**src/rtl/booth_seq_multiplier.sv**
```systemverilog
// Radix-2 Booth sequential signed multiplier: one shared add/sub unit, N iterations, done pulse N+1 cycles after start.
// No backpressure: start is honoured only in IDLE; the product is held in p until the next accepted start.
module addsub_ripple #(
  parameter int W = 5
) (
  input  logic [W-1:0] x,
  input  logic [W-1:0] y,
  input  logic         sub,
  output logic [W-1:0] sum
);
  logic [W:0]   carry;
  logic [W-1:0] y_sel;

  // Subtract is x + ~y + 1, with the +1 entering as the ripple carry-in.
  assign carry[0] = sub;
  assign y_sel    = y ^ {W{sub}};

  for (genvar i = 0; i < W; i++) begin : g_bit
    assign sum[i]     = x[i] ^ y_sel[i] ^ carry[i];
    assign carry[i+1] = (x[i] & y_sel[i]) | (carry[i] & (x[i] ^ y_sel[i]));
  end
endmodule

module booth_seq_multiplier #(
  parameter  int N  = 4,
  localparam int CW = $clog2(N) + 1
) (
  input  logic           clk,
  input  logic           rst_n,
  input  logic           start,
  input  logic [N-1:0]   a,
  input  logic [N-1:0]   b,
  output logic           busy,
  output logic           done,
  output logic [2*N-1:0] p
);
  typedef enum logic [1:0] {
    S_IDLE,
    S_RUN,
    S_DONE
  } state_t;

  state_t         state_q, state_d;
  logic [N:0]     m_q, m_d;
  logic [N:0]     acc_q, acc_d;
  logic [N-1:0]   q_q, q_d;
  logic           q1_q, q1_d;
  logic [CW-1:0]  cnt_q, cnt_d;
  logic           busy_q, busy_d;
  logic           done_q, done_d;
  logic [2*N-1:0] p_q, p_d;

  logic           sub_sel;
  logic [N:0]     addsub_sum;
  logic [N:0]     acc_nx;
  logic [N:0]     acc_sh;
  logic [N-1:0]   q_sh;
  logic           q1_sh;

  addsub_ripple #(.W(N + 1)) u_addsub (
    .x   (acc_q),
    .y   (m_q),
    .sub (sub_sel),
    .sum (addsub_sum)
  );

  always_comb begin
    state_d = state_q;
    m_d     = m_q;
    acc_d   = acc_q;
    q_d     = q_q;
    q1_d    = q1_q;
    cnt_d   = cnt_q;
    busy_d  = busy_q;
    done_d  = 1'b0;
    p_d     = p_q;

    // {Q[0],Q_1}: 10 subtracts M, 01 adds M, 00/11 keep ACC.
    sub_sel = q_q[0] & ~q1_q;
    acc_nx  = (q_q[0] ^ q1_q) ? addsub_sum : acc_q;
    {acc_sh, q_sh, q1_sh} = {acc_nx[N], acc_nx, q_q};

    case (state_q)
      S_IDLE: begin
        if (start) begin
          m_d     = {a[N-1], a};
          acc_d   = '0;
          q_d     = b;
          q1_d    = 1'b0;
          cnt_d   = '0;
          busy_d  = 1'b1;
          state_d = S_RUN;
        end
      end
      S_RUN: begin
        acc_d = acc_sh;
        q_d   = q_sh;
        q1_d  = q1_sh;
        cnt_d = cnt_q + 1'b1;
        if (cnt_q == CW'(N - 1)) begin
          busy_d  = 1'b0;
          done_d  = 1'b1;
          p_d     = {acc_sh[N-1:0], q_sh};
          state_d = S_DONE;
        end
      end
      S_DONE: begin
        state_d = S_IDLE;
      end
      default: begin
        busy_d  = 1'b0;
        state_d = S_IDLE;
      end
    endcase
  end

  always_ff @(posedge clk or negedge rst_n) begin
    if (!rst_n) begin
      state_q <= S_IDLE;
      m_q     <= '0;
      acc_q   <= '0;
      q_q     <= '0;
      q1_q    <= 1'b0;
      cnt_q   <= '0;
      busy_q  <= 1'b0;
      done_q  <= 1'b0;
      p_q     <= '0;
    end else begin
      state_q <= state_d;
      m_q     <= m_d;
      acc_q   <= acc_d;
      q_q     <= q_d;
      q1_q    <= q1_d;
      cnt_q   <= cnt_d;
      busy_q  <= busy_d;
      done_q  <= done_d;
      p_q     <= p_d;
    end
  end

  assign busy = busy_q;
  assign done = done_q;
  assign p    = p_q;
endmodule

```
**config.mk**
```make
export PLATFORM = sky130hd
export DESIGN_NAME = booth_seq_multiplier
export DESIGN_NICKNAME = d
export VERILOG_FILES = /design/src/rtl/booth_seq_multiplier.sv
export SDC_FILE = /design/constraint.sdc
export NUM_CORES = 1
export LEC_CHECK = 0
export BUFFER_PORTS_ARGS = -buffer_cell sky130_fd_sc_hd__buf_4
export CAP_MARGIN = 10
export CELL_PAD_IN_SITES_DETAIL_PLACEMENT = 0
export CELL_PAD_IN_SITES_GLOBAL_PLACEMENT = 1
export CORE_MARGIN = 2
export CORE_UTILIZATION = 40
export CTS_BUF_LIST = sky130_fd_sc_hd__clkbuf_4
export DETAILED_ROUTE_END_ITERATION = 10
export PLACE_DENSITY = 0.76
export SLEW_MARGIN = 20
export SYNTH_ARGS = -nofsm -noshare
export SYNTH_HDL_FRONTEND = slang
export SYNTH_SLANG_ARGS = --single-unit
```
**constraint.sdc**
```tcl
create_clock -name clk -period 8.4 [get_ports clk]
set_clock_uncertainty 0.2 [all_clocks]
set_input_delay 0.42 -clock clk [delete_from_list [all_inputs] [get_ports clk]]
set_output_delay 0.42 -clock clk [all_outputs]
set_load 0.03 [all_outputs]
```
* Word level (Yosys, flattened, before mapping)
Cells that the tools add are included.
** Storage, ports and cells
- Bits of input ports :: 11
- Logic and storage cells :: 66
- Flip-flop bits (word level) :: 29
- Output and inout bits :: 10
** Operators by class
- Reductions and logical operators :: 7
- Bitwise logic cells :: 27
- Add/subtract/negate cells :: 1
- Equal/unequal tests :: 5
- Muxes and demuxes :: 17
** Operator list (number)
- $xor A1 B1 Y1 :: 11
- $mux W5 :: 2
- $pmux W5 S2 :: 1
- $and A1 B1 Y1 :: 9
- $pmux W4 S2 :: 1
- $reduce_and A2 Y1 :: 4
- $pmux W3 S2 :: 1
- $mux W1 :: 5
- $xor A5 B5 Y5 :: 1
- $mux W2 :: 2
- $mux W4 :: 1
- $ne A2 B2 Y1 const B :: 2
- $or A1 B1 Y1 :: 4
- $pmux W2 S2 :: 1
- $add A3 B1 Y3 const B :: 1
- $eq A3 B2 Y1 const B :: 1
- $mux W3 :: 1
- $pmux W1 S3 :: 1
- $reduce_and A3 Y1 :: 1
- $eq A2 B1 Y1 const B :: 1
- $eq A2 B2 Y1 const B :: 1
- $logic_not A2 Y1 :: 1
- $not A1 Y1 :: 2
- $pmux W1 S2 :: 1
- $reduce_bool A2 Y1 :: 1

* Logic depth before layout (Yosys ltp)
Gate-level depths: netlist (run 1).
- Depth after elaboration :: 15
- Gate-level depth with buffers :: 8
- Depth with buffers taken out :: 8

* By module
From an unflattened synthesis (run 1), not the netlist that was laid out.
** Second synthesis, totals
- Cell total of the unflattened synthesis :: 123
- Area, all modules :: 1436.4 µm²
** Modules (own cells, without submodules)
- booth_seq_multiplier :: times used 1, cells an instance 106, area an instance 1266.2 µm², sequential area each 700.7 µm²
- addsub_ripple :: times used 1, cells an instance 17, area an instance 170.2 µm², sequential area each 0.0 µm²

* Worst setup path after synthesis (run 1)
Ideal clock, no wire load.
- Kind :: flip-flop to flip-flop
- Start :: register q_q[0]
- End :: register acc_q[2]
- Setup slack :: 5691 ps
- Setup time :: 83 ps
- Cell stages (with the launch flop) :: 8
- Arrival time :: 2427 ps
- Cell sequence :: dfrtp_1 -> ha_1 -> xnor2_1 -> fa_1 -> fa_1 -> fa_1 -> mux2_2 -> o21ai_0
** Between the ends
- Word-level cells in the longest chain between the ends :: 12
- Elaborated cells on any way between the ends :: 19
- Classes of those cells :: mux: 2; bitwise: 17
** RTL lines
- start, declared :: RTL line 46 : logic [N-1:0] q_q, q_d;
- start signal, assigned :: RTL line 132 : q_q <= q_d;
- $and A1 B1 Y1 :: RTL line 79 : sub_sel = q_q[0] & ~q1_q;
- $xor A5 B5 Y5 :: RTL line 16 : assign y_sel = y ^ {W{sub}};
- $xor A1 B1 Y1 :: RTL line 20 : assign carry[i+1] = (x[i] & y_sel[i]) | (carry[i] & (x[i] ^ y_sel[i]));
- $and A1 B1 Y1 :: RTL line 20
- $or A1 B1 Y1 :: RTL line 20
- $and A1 B1 Y1 :: RTL line 20
- $or A1 B1 Y1 :: RTL line 20
- $and A1 B1 Y1 :: RTL line 20
- $or A1 B1 Y1 :: RTL line 20
- $xor A1 B1 Y1 :: RTL line 19 : assign sum[i] = x[i] ^ y_sel[i] ^ carry[i];
- $mux W5 (*) :: RTL line 80 : acc_nx = (q_q[0] ^ q1_q) ? addsub_sum : acc_q;
- $pmux W5 S2 (*) :: RTL line 83 : case (state_q)
- end signal, assigned :: RTL line 121 : acc_q <= '0;
- end signal, assigned :: RTL line 131 : acc_q <= acc_d;
- end, declared :: RTL line 45 : logic [N:0] acc_q, acc_d;
Every way passes the cells marked *; elsewhere a longest branch is shown, timed or not.
A chain may end at the register's enable or synchronous reset.

* Worst setup path in the final report (run 1)
Same ends and word-level chain as after synthesis.

==> results.yml, run 1 <==
final_layout:
  n_antenna_cell: 0
  final_layout_size_suffix_gt1_frac: 0.2971
  most_common_cell_after_layout_fill_and_taps_aside: "sky130_fd_sc_hd__dfrtp_1"
  post_layout_nonfiller_instances: 184
  finalInstanceArea_um2: 1612
  layout.cells.most_common_list: "sky130_fd_sc_hd__dfrtp_1, sky130_fd_sc_hd__buf_4, sky130_fd_sc_hd__nand2_1, sky130_fd_sc_hd__o21ai_0, sky130_fd_sc_hd__inv_1"
  final_net_count: 158
  syn_to_final_growth_pct: 15.10
placed_design:
  placement.io_buffers: 20
  place_inst: 180
  post-place-ws_ns: 5.573
  detailed_place.area_um2: 1579
  place_congestion: 0.7516
  post-dp-hpwl_mm: 1.728
worst_setup_path:
  critPathMaxFanout: 4
  crit_arrival_ns: 2.89
  reg2reg_depth: 7
  critical_path_required_ns: 8.44
  critPathLaunchType: "flop"
  timing.critical_path.from: "q_q[0]"
  worst_setup_path_end_kind: "flop"
  criticalPathCategory: "flop to flop"
  regToRegStartpoint: "q_q[0]"
hold_path:
  holdPathStages: 2
  hold_path_startpoint: "a[2]"
  hold_class: "input pin to flop"
global_route:
  largest_net_degree_at_the_start_of_global_routing: 29
  global_route.peak_usage_layer: "met2"
  antenna_found_initial: 0
  groute.layer.met2.usage: 0.2207
  globalRouteMet1Util: 0.1789
  grt_use_met3: 0.02143
  grt_overflow: 0
  first_pass_grt_wire_length_mm: 4.174
  grt_use_total: 0.1321
  vias_in_the_first_global_route: 932
timing:
  timing_max_transition_violations_final: 0
  timing.fmax_ghz: 0.3514
  maxSlewHeadroom: 0.7091
  fin_setup_tns_ns: 0
  setup_viol: 0
  final.min_clock_period_ns: 2.845
  grt_setup_unrepaired: "false"
  period_share: 0.3387
  fin_ws_ns: 5.555
  max_slew.worst_pin.slew_ns: 0.4360
  final-hold-violation-count: 0
synth:
  synth-edff-count: 0
  synth-seq-cells: 28
  yosys.area.top_type_share: 0.5004
  netlist_area_um2: 1400
  netlist_instances: 118
  synth_largest_area_cell: "sky130_fd_sc_hd__dfrtp_1"
  synth_nets: 136
  post_syn_area_per_cell_um2: 11.87
  yosysWarnings: 0
  synthArstFlopShare: 1.000
  synth_flop_cell: "sky130_fd_sc_hd__dfrtp_1"
  synth.area.top_cells: "sky130_fd_sc_hd__dfrtp_1, sky130_fd_sc_hd__mux2_4, sky130_fd_sc_hd__fa_1, sky130_fd_sc_hd__o21ai_0, sky130_fd_sc_hd__nand2_1"
  ys_seq_area_frac: 0.5004
  synth_cell_types: 30
die:
  initial_core_util: 0.4196
  core_area_um2: 3337
  standard_cell_row_count: 21
  boundaryPins: 21
  floorplan.die.height_um: 63.16
  die_area_um2: 3989
  dieWidth_um: 63.16
clocking:
  clk_pin_slew_worst_paths_ns: 0.14
  cts_tree: "done"
  cts.repair.resized: 0
  cts_htree_levels: 1
  clockBufferDepth: 2
  cts.sinks: 28
  worst_skew_late_latency_ns: 0.31
  cts_root_buffer: "sky130_fd_sc_hd__clkbuf_4"
  cts_inserted_buffers: 3
route:
  detail_route.wirelength_mm: 2.324
  drt.antenna.violating_nets: 0
  per_cell_routed_wire_length_um: 12.63
  route.detailed.drc: 0
  dr.first_iter.drc_count: 16
  routed_via_density: 4.793
  drtPass1Iterations: 3
  detailroute.via_count: 882
pwr:
  cellLeakagePower_uw: 0.0007819
  vdd_drop_max_v: 0.0001833
  power.density_cell_area_nw_per_um2: 396.5
outcome:
  run_status: "completed"
run:
  timing.max_cap.violations: 0
metrics by stage:
stage,utilization,power [uW],hold slack [ns]
floorplan,-,511.1,-0.07559
global placement,0.4732,585.1,0.1567
detailed placement,0.4732,594.0,0.1611
CTS,0.4829,650.0,0.1160
global route,0.4829,703.5,0.1067
finish,0.4829,638.9,0.1244
worst max-delay path, stage by stage, from the launching register on:
cell,delay [ns]
sky130_fd_sc_hd__dfrtp_1,0.44
sky130_fd_sc_hd__ha_1,0.28
sky130_fd_sc_hd__xnor2_1,0.17
sky130_fd_sc_hd__fa_1,0.42
sky130_fd_sc_hd__fa_1,0.43
sky130_fd_sc_hd__fa_1,0.43
sky130_fd_sc_hd__mux2_2,0.28
sky130_fd_sc_hd__o21ai_0,0.15
synthesized netlist by cell type, types with 2 or more instances:
library cell,instances
sky130_fd_sc_hd__inv_1,9
sky130_fd_sc_hd__nor2_1,4
sky130_fd_sc_hd__buf_2,2
sky130_fd_sc_hd__a22oi_1,2
sky130_fd_sc_hd__ha_1,3
sky130_fd_sc_hd__mux2_4,7
sky130_fd_sc_hd__and2b_2,2
sky130_fd_sc_hd__fa_1,4
sky130_fd_sc_hd__mux2i_1,3
sky130_fd_sc_hd__mux2_2,2
sky130_fd_sc_hd__dfrtp_1,28
sky130_fd_sc_hd__nand2_1,12
sky130_fd_sc_hd__a22o_1,2
sky130_fd_sc_hd__o21ai_1,4
sky130_fd_sc_hd__xnor2_1,3
sky130_fd_sc_hd__o21ai_0,12
sky130_fd_sc_hd__a21oi_1,6
cell type report:
| class | count | area, um^2 |
|---|---|---|
| flip-flops and latches | 28 | 700.7 |
| multi-input cells | 77 | 636.9 |
| clock buffers | 3 | 22.52 |
| well taps | 46 | 57.56 |
| repair buffers | 21 | 160.2 |
| fillers | 332 | 1725 |
| inverters | 9 | 33.78 |
what timing repair did:
item,CTS,global route
hold buffers,1,0
endpoints found under the hold margin,28,0
setup buffers,0,0
routing by layer:
metal / part of all wire / routed length (um) / vias up
li1: - / - / 437
met1: 0.50 / 1167 / 430
met2: 0.46 / 1074 / 13
met3: 0.029 / 67 / 2
met4: 0.0060 / 14 / 0
met5: 0 / 0 / -
registers in the layout (all words and copies together), names as in the netlist:
name	flops
busy	1
q_q	4
cnt_q	3
q1_q	1
done	1
m_q	4
acc_q	4
p	8
state_q	2
report_power, final:
group	leakage [uW]	switching, uW	internal, uW
Combinational	0.000418	176	162
Sequential	0.000350	51.2	196
Clock	0.0000138	36.7	16.7
Total	0.000782	264	375
logic make-up after synthesis:
group | synth area share
AOI/OAI and AO/OA | 0.1099
buffers and inverters | 0.04468
DFF | 0.5004
xor gates and xnor gates | 0.02503
and+or+nand+nor | 0.1233
adders and majority gates | 0.08401
muxes | 0.1126
final timing paths:
| kind | endpoint | slack (ns) |
|---|---|---|
| setup / recovery | acc_q[2] | 5.55 |
| hold / removal | m_q[2] | 0.12 |
| setup reg to reg | acc_q[2] | 5.55 |
| hold reg to reg | p[3] | 0.29 |
| max in group asynchronous | p[4] | 7.40 |
| min in group asynchronous | busy | 0.34 |
Power figures use the tool's default switching activity.
==> run 2: changes to the inputs <==
--- a/config.mk
+++ b/config.mk
@@ -5,15 +5,16 @@
 export SDC_FILE = /design/constraint.sdc
 export NUM_CORES = 1
 export LEC_CHECK = 0
+export ABC_AREA = 1
 export BUFFER_PORTS_ARGS = -buffer_cell sky130_fd_sc_hd__buf_4
 export CAP_MARGIN = 10
 export CELL_PAD_IN_SITES_DETAIL_PLACEMENT = 0
 export CELL_PAD_IN_SITES_GLOBAL_PLACEMENT = 1
 export CORE_MARGIN = 2
-export CORE_UTILIZATION = 40
+export CORE_UTILIZATION = 39
 export CTS_BUF_LIST = sky130_fd_sc_hd__clkbuf_4
 export DETAILED_ROUTE_END_ITERATION = 10
-export PLACE_DENSITY = 0.76
+export PLACE_DENSITY = 0.81
 export SLEW_MARGIN = 20
 export SYNTH_ARGS = -nofsm -noshare
 export SYNTH_HDL_FRONTEND = slang
==> constraint.sdc (replaced) <==
create_clock -name clk -period 2.6 [get_ports clk]
set_clock_uncertainty 0.2 [all_clocks]
set_input_delay 0.13 -clock clk [delete_from_list [all_inputs] [get_ports clk]]
set_output_delay 0.13 -clock clk [all_outputs]
set_load 0.03 [all_outputs]
==> results.yml, run 2 <==
synth:
  synth.area.top_cells: "sky130_fd_sc_hd__dfrtp_1, sky130_fd_sc_hd__nand2_1, sky130_fd_sc_hd__fa_1, sky130_fd_sc_hd__inv_1, sky130_fd_sc_hd__o21ai_0"
  yosysWarnings: 0
  synth_nets: 167
  synth-edff-count: 0
  synth_flop_cell: "sky130_fd_sc_hd__dfrtp_1"
  synth_simple_gate_area_share: 0.2009
  synthArstFlopShare: 1.000
  ys_seq_area_frac: 0.5258
  synth_adder_area_share: 0.08826
  yosys.area_share.xor_xnor: 0.01972
  synth_cell_types: 17
  yosys.cell_count.top_type: "sky130_fd_sc_hd__nand2_1"
  synth.area.mux_share: 0
  synth_largest_area_cell: "sky130_fd_sc_hd__dfrtp_1"
  synth_top_cells_by_count: "sky130_fd_sc_hd__nand2_1, sky130_fd_sc_hd__dfrtp_1, sky130_fd_sc_hd__inv_1"
  netlist_area_um2: 1333
  synth_top_family_by_area: "simple AND/OR/NAND/NOR gates"
  netlist_instances: 149
  synth-seq-cells: 28
  compound_gate_portion_of_the_synthesized_area: 0.09577
  yosys.area.top_type_share: 0.5258
  post_syn_area_per_cell_um2: 8.943
timing:
  timing.fmax_ghz: 0.3990
  timing_max_transition_violations_final: 0
  fin_ws_ns: 0.09395
  max_slew.worst_pin.slew_ns: 0.3635
  maxSlewHeadroom: 0.7551
  fin_setup_tns_ns: 0
  period_share: 0.9639
  setup_viol: 0
  final.min_clock_period_ns: 2.506
  final-hold-violation-count: 0
global_route:
  first_pass_grt_wire_length_mm: 4.257
  grt_overflow: 0
  vias_in_the_first_global_route: 989
  antenna_found_initial: 0
  largest_net_degree_at_the_start_of_global_routing: 29
  grt_use_total: 0.1364
clocking:
  cts_htree_levels: 1
  cts_tree: "done"
  cts.sinks: 28
  worst_skew_late_latency_ns: 0.34
  clockBufferDepth: 2
  cts_root_buffer: "sky130_fd_sc_hd__clkbuf_4"
  cts_inserted_buffers: 3
  clk_pin_slew_worst_paths_ns: 0.16
worst_setup_path:
  critPathMaxFanout: 3
  worst_setup_path_end_kind: "flop"
  timing.critical_path.slowest_stage_cell: "sky130_fd_sc_hd__fa_1"
  critPathBufInv: 0
  critPathLaunchType: "flop"
  most_frequent_cell_on_critical_path: "sky130_fd_sc_hd__fa_2"
  criticalPathCategory: "flop to flop"
  worst_path_largest_cell_delay_ns: 0.51
  worstPathCellList: "ha_4 > xnor2_2 > fa_2 > fa_2 > fa_1 > o21ai_2 > nand2_1 > o21ai_0"
  crit_arrival_ns: 2.54
  path_delay_family: "adder cells"
  critical_path_required_ns: 2.63
route:
  route.detailed.drc: 0
  drt.antenna.violating_nets: 0
  routed_via_density: 4.509
  detailroute.via_count: 1028
  dr.first_iter.drc_count: 42
  drtPass1Iterations: 4
  per_cell_routed_wire_length_um: 11.15
  detail_route.wirelength_mm: 2.542
die:
  dieWidth_um: 62.45
  initial_core_util: 0.4025
  boundaryPins: 21
  floorplan.die.height_um: 62.45
  standard_cell_row_count: 21
  die_area_um2: 3900
  core_area_um2: 3311
final_layout:
  flip_flop_count_of_the_largest_register_after_layout: 8
  most_common_cell_after_layout_fill_and_taps_aside: "sky130_fd_sc_hd__nand2_1"
  post_layout_nonfiller_instances: 228
  final_net_count: 201
  layout.cells.most_common_list: "sky130_fd_sc_hd__nand2_1, sky130_fd_sc_hd__dfrtp_1, sky130_fd_sc_hd__buf_4, sky130_fd_sc_hd__inv_1, sky130_fd_sc_hd__o21ai_0"
  syn_to_final_growth_pct: 26.57
  finalInstanceArea_um2: 1687
  final_layout_size_suffix_gt1_frac: 0.2143
  n_antenna_cell: 0
placed_design:
  placement.io_buffers: 20
  post-place-ws_ns: -0.05643
  place_inst: 214
  post-dp-hpwl_mm: 1.802
  place_congestion: 0.7675
  detailed_place.area_um2: 1534
pwr:
  cellLeakagePower_uw: 0.0008650
  vdd_drop_max_v: 0.0005184
  power.density_cell_area_nw_per_um2: 1314
run:
  timing.max_cap.violations: 0
outcome:
  run_status: "completed"
hold_path:
  hold_class: "input pin to flop"
-- run 2: area by class of cell --
| class | count | area [um^2] |
|---|---|---|
| Timing Repair Buffer | 32 | 262.8 |
| Fill cell | 339 | 1624 |
| Clock inverter | 1 | 3.754 |
| Sequential cell | 28 | 700.7 |
| Inverter | 19 | 71.32 |
| Tap cell | 46 | 57.56 |
| Multi-Input combinational cell | 99 | 568.0 |
| Clock buffer | 3 | 22.52 |
-- run 2: cells by family after synthesis --
logic type                 after synthesis
AOI/OAI and AO/OA                       21
xor gates and xnor gates                 3
adders and majority gates                7
buffers and inverters                   22
DFF                                     28
and+or+nand+nor                         68
-- run 2: per-layer routing --
metal  wire length (um)  GRT usage  vias up  part of all wire
li1                   -          -      524                 -
met1               1181     0.1720      481              0.46
met2               1245     0.2392       19              0.49
met3                 89    0.02342        4             0.035
met4                 26    0.04167        0             0.010
met5                  0          0        -                 0
-- run 2: power breakdown --
part | switching, uW | internal (uW)
registers | 118 | 633
logic | 778 | 499
clock network | 132 | 56.5
-- run 2: final timing paths --
kind                                from        to  slack, ns  cells after the start
worst max-delay path              q_q[0]  acc_q[2]       0.09                      8
worst min-delay path               start    q_q[3]       0.01                      5
worst max register to register    q_q[0]  acc_q[2]       0.09                      8
worst min register to register  cnt_q[0]  cnt_q[0]       0.30                      1
max in group asynchronous          rst_n  cnt_q[0]       1.91                      2
min in group asynchronous          rst_n      p[5]       0.02                      2
-- run 2: through the flow --
step,util,hold WS [ns],power (uW)
finish,0.5094,0.01449,2216
global route,0.5094,0.05822,2433
CTS,0.5030,0.01440,2176
detailed placement,0.4633,-0.1327,1950
global placement,0.4633,-0.1383,1891
floorplan,-,-0.3656,1621
-- run 2: worst reg2reg max path, cell delays in order (launching register included) --
cell and delay (ns):
sky130_fd_sc_hd__dfrtp_1 0.44, sky130_fd_sc_hd__ha_4 0.19, sky130_fd_sc_hd__xnor2_2 0.14, sky130_fd_sc_hd__fa_2 0.36, sky130_fd_sc_hd__fa_2 0.37, sky130_fd_sc_hd__fa_1 0.51
sky130_fd_sc_hd__o21ai_2 0.06, sky130_fd_sc_hd__nand2_1 0.05, sky130_fd_sc_hd__o21ai_0 0.07
-- run 2: repair_timing --
action | in CTS | in global routing
pin swaps | 1 | 1
hold buffers | 9 | 0
setup endpoints to repair | 4 | 4
buffers inserted | 1 | 0
endpoints found under the hold margin | 36 | 0
gates resized for setup | 3 | 4
